$ cat config.mk
export PLATFORM = sky130hd
export DESIGN_NAME = regfile_writeback
export DESIGN_NICKNAME = d
export VERILOG_FILES = /design/src/rtl/regfile_writeback.sv
export SDC_FILE = /design/constraint.sdc
export NUM_CORES = 1
export LEC_CHECK = 0
export CORE_ASPECT_RATIO = 1.4
export CORE_MARGIN = 5
export CORE_UTILIZATION = 55
export CTS_CLUSTER_SIZE = 14
export DETAILED_ROUTE_END_ITERATION = 12
export PLACE_DENSITY = 0.8
export RECOVER_POWER = 50
export SYNTH_ARGS = -nofsm -noshare
export SYNTH_HDL_FRONTEND = slang
export SYNTH_SLANG_ARGS = --single-unit
$ cat constraint.sdc
create_clock -name clk -period 5.55 [get_ports clk]
set_input_delay 0.555 -clock clk [delete_from_list [all_inputs] [get_ports clk]]
set_output_delay 0.555 -clock clk [all_outputs]
set_load 0.02 [all_outputs]
$ cat src/rtl/regfile_writeback.sv
// regfile_writeback: single write-port owner merging ALU results and buffered loads,
// with a pending-load scoreboard. Optional macro WB_FWD_EN adds write-cycle forwarding.
`default_nettype none

module regfile_writeback #(
   parameter int FIFO_DEPTH = 4,
   parameter int XLEN       = 32
) (
   input  logic                          clk,
   input  logic                          rst_n,
   input  logic                          alu_valid,
   input  logic [4:0]                    alu_rd,
   input  logic [XLEN-1:0]               alu_data,
   input  logic                          ld_valid,
   output logic                          ld_ready,
   input  logic [4:0]                    ld_rd,
   input  logic [XLEN-1:0]               ld_data,
   input  logic                          mark_valid,
   input  logic [4:0]                    mark_rd,
   input  logic [4:0]                    chk_rs1,
   input  logic [4:0]                    chk_rs2,
   output logic                          busy1,
   output logic                          busy2,
   output logic [$clog2(FIFO_DEPTH):0]   fifo_count,
   output logic                          we,
   output logic [4:0]                    wrAddr,
   output logic [XLEN-1:0]               wrData
`ifdef WB_FWD_EN
   ,
   output logic                          fwd1_valid,
   output logic                          fwd2_valid,
   output logic [XLEN-1:0]               fwd1_data,
   output logic [XLEN-1:0]               fwd2_data
`endif
);

   localparam int ADDR_W = $clog2(FIFO_DEPTH);
   localparam int CNT_W  = ADDR_W + 1;

   logic [4:0]        r_fifo_rd   [FIFO_DEPTH];
   logic [XLEN-1:0]   r_fifo_data [FIFO_DEPTH];
   logic [ADDR_W-1:0] r_wptr;
   logic [ADDR_W-1:0] r_rptr;
   logic [CNT_W-1:0]  r_count;

   logic              r_we;
   logic              r_src_ld;
   logic [4:0]        r_wr_addr;
   logic [XLEN-1:0]   r_wr_data;
   logic [31:0]       r_pending;

   logic              w_full;
   logic              w_push;
   logic              w_pop;
   logic              w_alu_sel;
   logic [4:0]        w_head_rd;
   logic [XLEN-1:0]   w_head_data;
   logic [31:0]       w_pending_nxt;

   assign w_full      = (r_count == CNT_W'(FIFO_DEPTH));
   assign w_push      = ld_valid && !w_full;
   assign w_alu_sel   = alu_valid && (alu_rd != 5'd0);
   // ALU with rd=0 is dropped outright so it never steals the slot from the FIFO.
   assign w_pop       = !w_alu_sel && (r_count != '0);
   assign w_head_rd   = r_fifo_rd[r_rptr];
   assign w_head_data = r_fifo_data[r_rptr];

   always_ff @(posedge clk) begin
      if (w_push) begin
         r_fifo_rd[r_wptr]   <= ld_rd;
         r_fifo_data[r_wptr] <= ld_data;
      end
   end

   always_ff @(posedge clk or negedge rst_n) begin
      if (!rst_n) begin
         r_wptr  <= '0;
         r_rptr  <= '0;
         r_count <= '0;
      end else begin
         if (w_push) r_wptr <= r_wptr + 1'b1;
         if (w_pop)  r_rptr <= r_rptr + 1'b1;
         case ({w_push, w_pop})
            2'b10:   r_count <= r_count + 1'b1;
            2'b01:   r_count <= r_count - 1'b1;
            default: r_count <= r_count;
         endcase
      end
   end

   always_ff @(posedge clk or negedge rst_n) begin
      if (!rst_n) begin
         r_we      <= 1'b0;
         r_src_ld  <= 1'b0;
         r_wr_addr <= '0;
         r_wr_data <= '0;
      end else if (w_alu_sel) begin
         r_we      <= 1'b1;
         r_src_ld  <= 1'b0;
         r_wr_addr <= alu_rd;
         r_wr_data <= alu_data;
      end else if (w_pop && (w_head_rd != 5'd0)) begin
         r_we      <= 1'b1;
         r_src_ld  <= 1'b1;
         r_wr_addr <= w_head_rd;
         r_wr_data <= w_head_data;
      end else begin
         r_we      <= 1'b0;
         r_src_ld  <= 1'b0;
      end
   end

   // Clear is applied before set so a new mark on the commit edge survives.
   always_comb begin
      w_pending_nxt = r_pending;
      if (r_we && r_src_ld) w_pending_nxt[r_wr_addr] = 1'b0;
      if (mark_valid && (mark_rd != 5'd0)) w_pending_nxt[mark_rd] = 1'b1;
      w_pending_nxt[0] = 1'b0;
   end

   always_ff @(posedge clk or negedge rst_n) begin
      if (!rst_n) r_pending <= '0;
      else        r_pending <= w_pending_nxt;
   end

   assign ld_ready   = !w_full;
   assign fifo_count = r_count;
   assign we         = r_we;
   assign wrAddr     = r_wr_addr;
   assign wrData     = r_wr_data;

`ifdef WB_FWD_EN
   assign fwd1_valid = r_we && (r_wr_addr != 5'd0) && (r_wr_addr == chk_rs1);
   assign fwd2_valid = r_we && (r_wr_addr != 5'd0) && (r_wr_addr == chk_rs2);
   assign fwd1_data  = r_wr_data;
   assign fwd2_data  = r_wr_data;
   assign busy1      = r_pending[chk_rs1] && !(fwd1_valid && r_src_ld);
   assign busy2      = r_pending[chk_rs2] && !(fwd2_valid && r_src_ld);
`else
   assign busy1      = r_pending[chk_rs1];
   assign busy2      = r_pending[chk_rs2];
`endif

endmodule

`default_nettype wire
## After elaboration in Yosys (flattened, before gate mapping)

Memories as Yosys holds them, arrays and structs flattened.
Index checks and enable logic that the tools add are counted.

- Flip-flop bits (word level): 77
- RAM bits: 148
- Memories kept: 2

- Add/subtract/negate cells: 4
- Order comparisons: 6
- Equality and inequality tests: 3
- Muxes and demuxes: 20
- Bitwise logic cells: 3
- Reductions and logical operators: 16

Memory list:

| name | depth | bits a word | read ports | clocked after memory_dff | write ports | line | source |
|---|---|---|---|---|---|---|---|
| r_fifo_data | 4 | 32 | 1 | 0 | 1 | 41 | `logic [XLEN-1:0] r_fifo_data [FIFO_DEPTH];` |
| r_fifo_rd | 4 | 5 | 1 | 0 | 1 | 40 | `logic [4:0] r_fifo_rd [FIFO_DEPTH];` |

Operators by type and width:

| kind | number |
|---|---|
| 32-bit 2-to-1 mux | 4 |
| 32-bit bitwise AND | 1 |
| 32-bit inverter | 1 |
| 32-bit bitwise OR | 1 |
| 5-bit by 6-bit less-than comparator with 1-bit output, second input constant | 4 |
| 5-bit nonzero test | 3 |
| 1-bit binary-select mux with 5-bit select | 2 |
| 1-bit demux with 5-bit select | 2 |
| 5-bit by 1-bit greater-or-equal comparator with 1-bit output, second input constant | 2 |
| 5-bit 2-to-1 mux | 2 |
| 1-bit 2-to-1 mux | 9 |
| 1-bit logical AND | 8 |
| 3-bit case mux with 2 select lines | 1 |
| 2-bit by 1-bit adder with 2-bit output, second input constant | 2 |
| 2-bit nonzero test | 2 |
| 3-bit by 1-bit adder with 3-bit output, second input constant | 1 |
| 3-bit == test, second input constant | 1 |
| 3-bit nonzero test | 1 |
| 3-bit by 1-bit subtractor with 3-bit output, second input constant | 1 |
| 2-bit by 1-bit == test with 1-bit output, second input constant | 1 |
| 2-bit == test, second input constant | 1 |
| 1-bit logical NOT | 2 |

## Logic depth before layout (Yosys ltp)

- Depth after elaboration: 9
- Depth in mapped cells: 10
- Gate-level depth less buffers: 10

## Least setup slack after synthesis

OpenSTA, ideal clock, no wires.

- Path type: input port to output port
- Start point: input port chk_rs1[1]
- End point: output port busy1
- Arrival: 2.241 ns
- Required time: 4.995 ns
- Path slack: 2.754 ns
- Cell stages on the path: 4
- Cells stage by stage: clkbuf_1 -> mux4_2 -> mux4_2 -> mux2_2

- Longest elaborated chain between the ends: 2

RTL lines:

| what | line | source |
|---|---|---|
| start, declared | 20 | `input logic [4:0] chk_rs1,` |
| 1-bit binary-select mux with 5-bit select | 140 | `assign busy1 = r_pending[chk_rs1];` |
| 1-bit 2-to-1 mux (not written as such) | 140 |  |
| end, declared | 22 | `output logic busy1,` |

No other way between the ends. The select of a mux whose other input is x is not followed.

## Worst setup path in the final report

- Start point: input port chk_rs2[1]
- End point: output port busy2

- Longest elaborated chain between the ends: 2

RTL lines:

| what | line | source |
|---|---|---|
| start, declared | 21 | `input logic [4:0] chk_rs2,` |
| 1-bit binary-select mux with 5-bit select | 141 | `assign busy2 = r_pending[chk_rs2];` |
| 1-bit 2-to-1 mux (not written as such) | 141 |  |
| end, declared | 23 | `output logic busy2,` |

No other way between the ends. The select of a mux whose other input is x is not followed.

==> results.md <==
- In this run the deepest clock path goes through 3 buffers.
- The count of buffers added by post-CTS timing repair for setup is 0.
- Headroom to the max-slew limit came out at 22.3%.
- The post-route netlist has between 15 and 20% of its cells at a drive strength greater than 1.
- The number of global-route vias before repair is approximately 7000.
- The number of optimization iterations in the first detailed-route pass is 5.
- The number of hold buffers added after CTS was 0.
- In the final routed layout, each cell accounts on average for approximately 24 um.
- The placer's final routability congestion estimate is about 0.85.
- The detailed-placement wirelength estimate is ~15000 um.
- In the detailed route, the total length drawn on met3 is 1420 um.
- The count of different cell masters after synthesis is between 40 and 50.
- The area inside the core boundary is between 15000 and 20000 um^2.
- The share of power burned in combinational logic is 34.8%.
- The clock reaches the later pin of the worst-skew pair after 0.49 ns.
- The worst setup path is launched from a primary input.
- The endpoint type of the worst setup path is a primary output.
- Setup slack on the worst reg-to-reg path comes out at about 2.0 ns.
- For the worst flop-to-flop path, the logic depth is 4.
- The final number of hold-violating endpoints is 0.
- The total negative slack for setup checks is 0 ns.
- The most common cell after layout, fill and taps aside is sky130_fd_sc_hd__edfxtp_1.
- Once detail routing completed, the nets flagged for antenna violations numbered 0.
- Of the total power, registers draw a little over two fifths.
- The max-slew violation count is 0.
- Based on the critical path, the design can be clocked at up to between 200 and 300 MHz.
- Setup repair after global routing left no endpoint under its margin.
- The detailed-route DRC error count is 0.
- The largest vdd supply drop is about 0.33 mV.
- For this design the top-level I/O count stands at 138.
- Measured along the y axis, the die boundary spans about 170 um.
- Setup violations remaining at the end of the flow were counted as 0.
- The setup clock skew after layout is ~0.018 ns.
- The initial antenna violation count is 7.
- The worst path in the final design needs a cycle of between 3 and 4 ns, including I/O delays and setup.
- In this run switching power makes up approximately a third of total power.
- The clock share of power is a little over a fifth.
- In the layout the commonest cells are sky130_fd_sc_hd__edfxtp_1, sky130_fd_sc_hd__clkdlybuf4s50_1, sky130_fd_sc_hd__dfrtp_1.
- The reported net switching power is roughly 2.1 mW.
- The signal on the critical path passes through clkdlybuf4s50_1, mux4_2, mux4_2, mux2_2, clkdlybuf4s50_1.
- The tree is rooted in a sky130_fd_sc_hd__clkbuf_16.
- The total chip power is 6.25 mW.
- For the pin with the worst max-slew slack, the measured transition is roughly 1.2 ns.
- The detailed router put a total of between 8000 and 9000 um of wire on met1.
- The cell area that synthesis handed to floorplanning was roughly 9800 um^2.
- After detailed placement, the design holds a cell count of between 900 and 1000.
- Entering global routing, the biggest net connects 78 pins.
- Using the TritonRoute via totals, the vias-per-cell ratio works out to approximately 6.2.
- The beginning of the worst register-to-register path is r_rptr[1].
- The type of the worst min-delay path is primary input to async pin.
- The total overflow left after global routing is 0.
- The floorplan has 58 rows.
- Relative to the synthesized area, the layout overhead comes to 21.9%.
- The layout net count is around 830.
- Measured on the finished design, the core utilization comes to between 60% and 70%.
- The die span in x is between 100 and 150 um.
- At the worst endpoint, the required time is between 4 and 5 ns.
- The startpoint of the most critical setup path is chk_rs2[1].
- Setup slack closes at approximately 1.8 ns.
- The signal arrival time at the worst endpoint is between 3 and 4 ns.
- The sequential fraction of the synthesis area is about two thirds.
- Among all stages on the critical path, the largest delay is contributed by sky130_fd_sc_hd__clkdlybuf4s50_1.
- The post-synth net total is between 700 and 800.
- TritonCTS built the clock tree.
- The stage delay of the slowest cell on the critical path is ~0.8 ns.
- After the first detailed-routing iteration, the DRC count stood at 570.
- For this run, the number of Yosys warnings is 0.
- Leaving out filler cells and counting taps, the final layout contains 990.
- For this block, the via count after detailed routing is slightly above 6000.
- The count of maximum capacitance violations is 0.
- After detailed routing, the met2 layer carries between 10000 and 15000 um of wire.
- The average footprint of a synthesized cell is approximately 16 um^2.
- The first global-routing pass estimated approximately 37000 um of wire.
- Global routing used 23.5% of the available tracks.
- The effective utilization at floorplan is between 50 and 60%.
- Clock tree synthesis inserted a total of 21 buffers.
- The flow ran to the end, and the final reports show no timing, DRC or antenna violations.
- The setup path with the least slack is of type primary input to primary output.
- The largest fanout on the critical path is 9.
- The internal portion of the total power is slightly above 4 mW.
- The area enclosed by the die boundary is about 21000 um^2.
- Dividing total power by cell area gives a power density of 521 nW/um^2.
- After clock tree synthesis, the clock-pin slew on the worst setup and hold paths is roughly 0.06 ns.
- After clock tree synthesis, the repair step resized 0 gates.
- The reg-to-reg critical path endpoint is wrData[22].
- The wire length reported by the detailed router is ~24000 um.
- The analysis attributes to cell leakage a power of 4.13 nW.
- The number of port buffers is 137.
- The period utilization is about two thirds.
- The maximum level of the CTS H-tree is 1.
- CTS saw between 200 and 250 sinks.
- The post-synthesis cell count is 610.
- The flip-flop and latch count after synthesis is approximately 230.
- The worst setup slack after placement is 1.78 ns.
- After detailed routing, no signal wire sits above met5.
- The critical path ends at busy2.
-- power by group through the flow --
stage | clock network, mW | logic (mW) | registers (mW)
after floorplan | 0 | 1.40 | 2.69
after global placement | 0 | 2.11 | 2.70
after detailed placement | 0 | 2.19 | 2.73
after CTS | 1.38 | 2.21 | 2.71
after global routing | 1.46 | 2.34 | 2.76
final | 1.37 | 2.18 | 2.71
-- per-layer routing --
layer  vias up  track usage (%)
met4         6             8.72
met2       247             42.3
met3        66             4.44
met5         -                0
li1       2679                -
met1      3155             27.7
-- through the flow --
| step | hold slack [ns] | cell area [um^2] |
|---|---|---|
| 2_1_floorplan | 0.259 | 9840 |
| 3_3_place_gp | 0.496 | 11300 |
| 3_5_place_dp | 0.521 | 11300 |
| 4_1_cts | 0.275 | 12000 |
| 5_1_grt | 0.330 | 12000 |
| 6_report | 0.232 | 12000 |
-- cell usage after synthesis --
cell	instances	area (um^2)
sky130_fd_sc_hd__o21ai_2	1	8.76
sky130_fd_sc_hd__buf_2	6	30.0
sky130_fd_sc_hd__and2_1	3	18.8
sky130_fd_sc_hd__buf_6	7	78.8
sky130_fd_sc_hd__a211o_1	1	8.76
sky130_fd_sc_hd__o211ai_1	2	15.0
sky130_fd_sc_hd__a311oi_2	29	435
sky130_fd_sc_hd__xor2_1	2	17.5
sky130_fd_sc_hd__a2111oi_0	19	166
sky130_fd_sc_hd__nand3_1	5	25.0
sky130_fd_sc_hd__mux2_2	4	45.0
sky130_fd_sc_hd__mux2i_1	5	50.1
sky130_fd_sc_hd__nor2_1	39	146
sky130_fd_sc_hd__mux4_2	54	1220
sky130_fd_sc_hd__buf_4	1	7.51
sky130_fd_sc_hd__or3_1	4	25.0
sky130_fd_sc_hd__a2111oi_1	16	160
sky130_fd_sc_hd__or4_1	1	7.51
sky130_fd_sc_hd__nand3b_1	8	60.1
sky130_fd_sc_hd__or3b_2	4	35.0
sky130_fd_sc_hd__nor4_4	1	21.3
sky130_fd_sc_hd__fa_1	1	20.0
sky130_fd_sc_hd__xnor2_1	4	35.0
sky130_fd_sc_hd__o21ai_0	55	275
sky130_fd_sc_hd__buf_1	2	7.51
sky130_fd_sc_hd__ha_1	5	62.6
sky130_fd_sc_hd__a21oi_1	5	25.0
sky130_fd_sc_hd__and3_1	4	25.0
sky130_fd_sc_hd__a311oi_1	3	26.3
sky130_fd_sc_hd__a21o_4	1	15.0
sky130_fd_sc_hd__o21a_1	1	7.51
sky130_fd_sc_hd__a31oi_1	1	6.26
sky130_fd_sc_hd__inv_1	39	146
sky130_fd_sc_hd__clkbuf_1	26	97.6
sky130_fd_sc_hd__o21ai_1	7	35.0
sky130_fd_sc_hd__nand2_1	7	26.3
sky130_fd_sc_hd__a21bo_1	1	10.0
sky130_fd_sc_hd__a211oi_1	3	22.5
sky130_fd_sc_hd__dfrtp_1	77	1930
sky130_fd_sc_hd__nand4b_1	2	17.5
sky130_fd_sc_hd__nand4_1	1	6.26
sky130_fd_sc_hd__edfxtp_1	148	4440
sky130_fd_sc_hd__nor3_1	5	25.0
-- area by class of cell --
| class | count | area, um^2 |
|---|---|---|
| well taps | 240 | 300 |
| fillers | 1204 | 5780 |
| inverters | 39 | 146 |
| diodes | 4 | 10.0 |
| repair buffers | 142 | 1410 |
| clock inverters | 2 | 35.0 |
| clock buffers | 34 | 604 |
| flip-flops and latches | 225 | 6370 |
| multi-input cells | 304 | 3120 |
-- logic make-up after synthesis --
kind of cell | share of synthesized area (%)
xor+xnor | 0.534
mux | 13.3
fa+ha+maj | 0.839
simple gates | 4.46
buf+inv | 3.74
flops | 64.7
compound gates | 12.4
-- how the worst min path moves through the flow --
stage	to	slack, ns
2_1_floorplan	fifo_count[0]	0.26
3_3_place_gp	r_pending[11]	0.50
3_5_place_dp	r_pending[10]	0.52
4_1_cts	r_pending[3]	0.27
5_1_grt	r_pending[1]	0.33
6_report	r_pending[1]	0.23
-- flip-flops by register name, summed over array words and instances (netlist names) --
name and count:
fifo_count 3, r_fifo_data 128, r_fifo_rd 20, r_pending 31, r_rptr 2, r_src_ld 1
r_wptr 2, we 1, wrAddr 5, wrData 32
-- worst max-delay path: cells and delay by family --
family   cells  cell delay [ns]
buf+inv      2             1.33
mux          3             1.32
(Power assumes the default switching activity.)
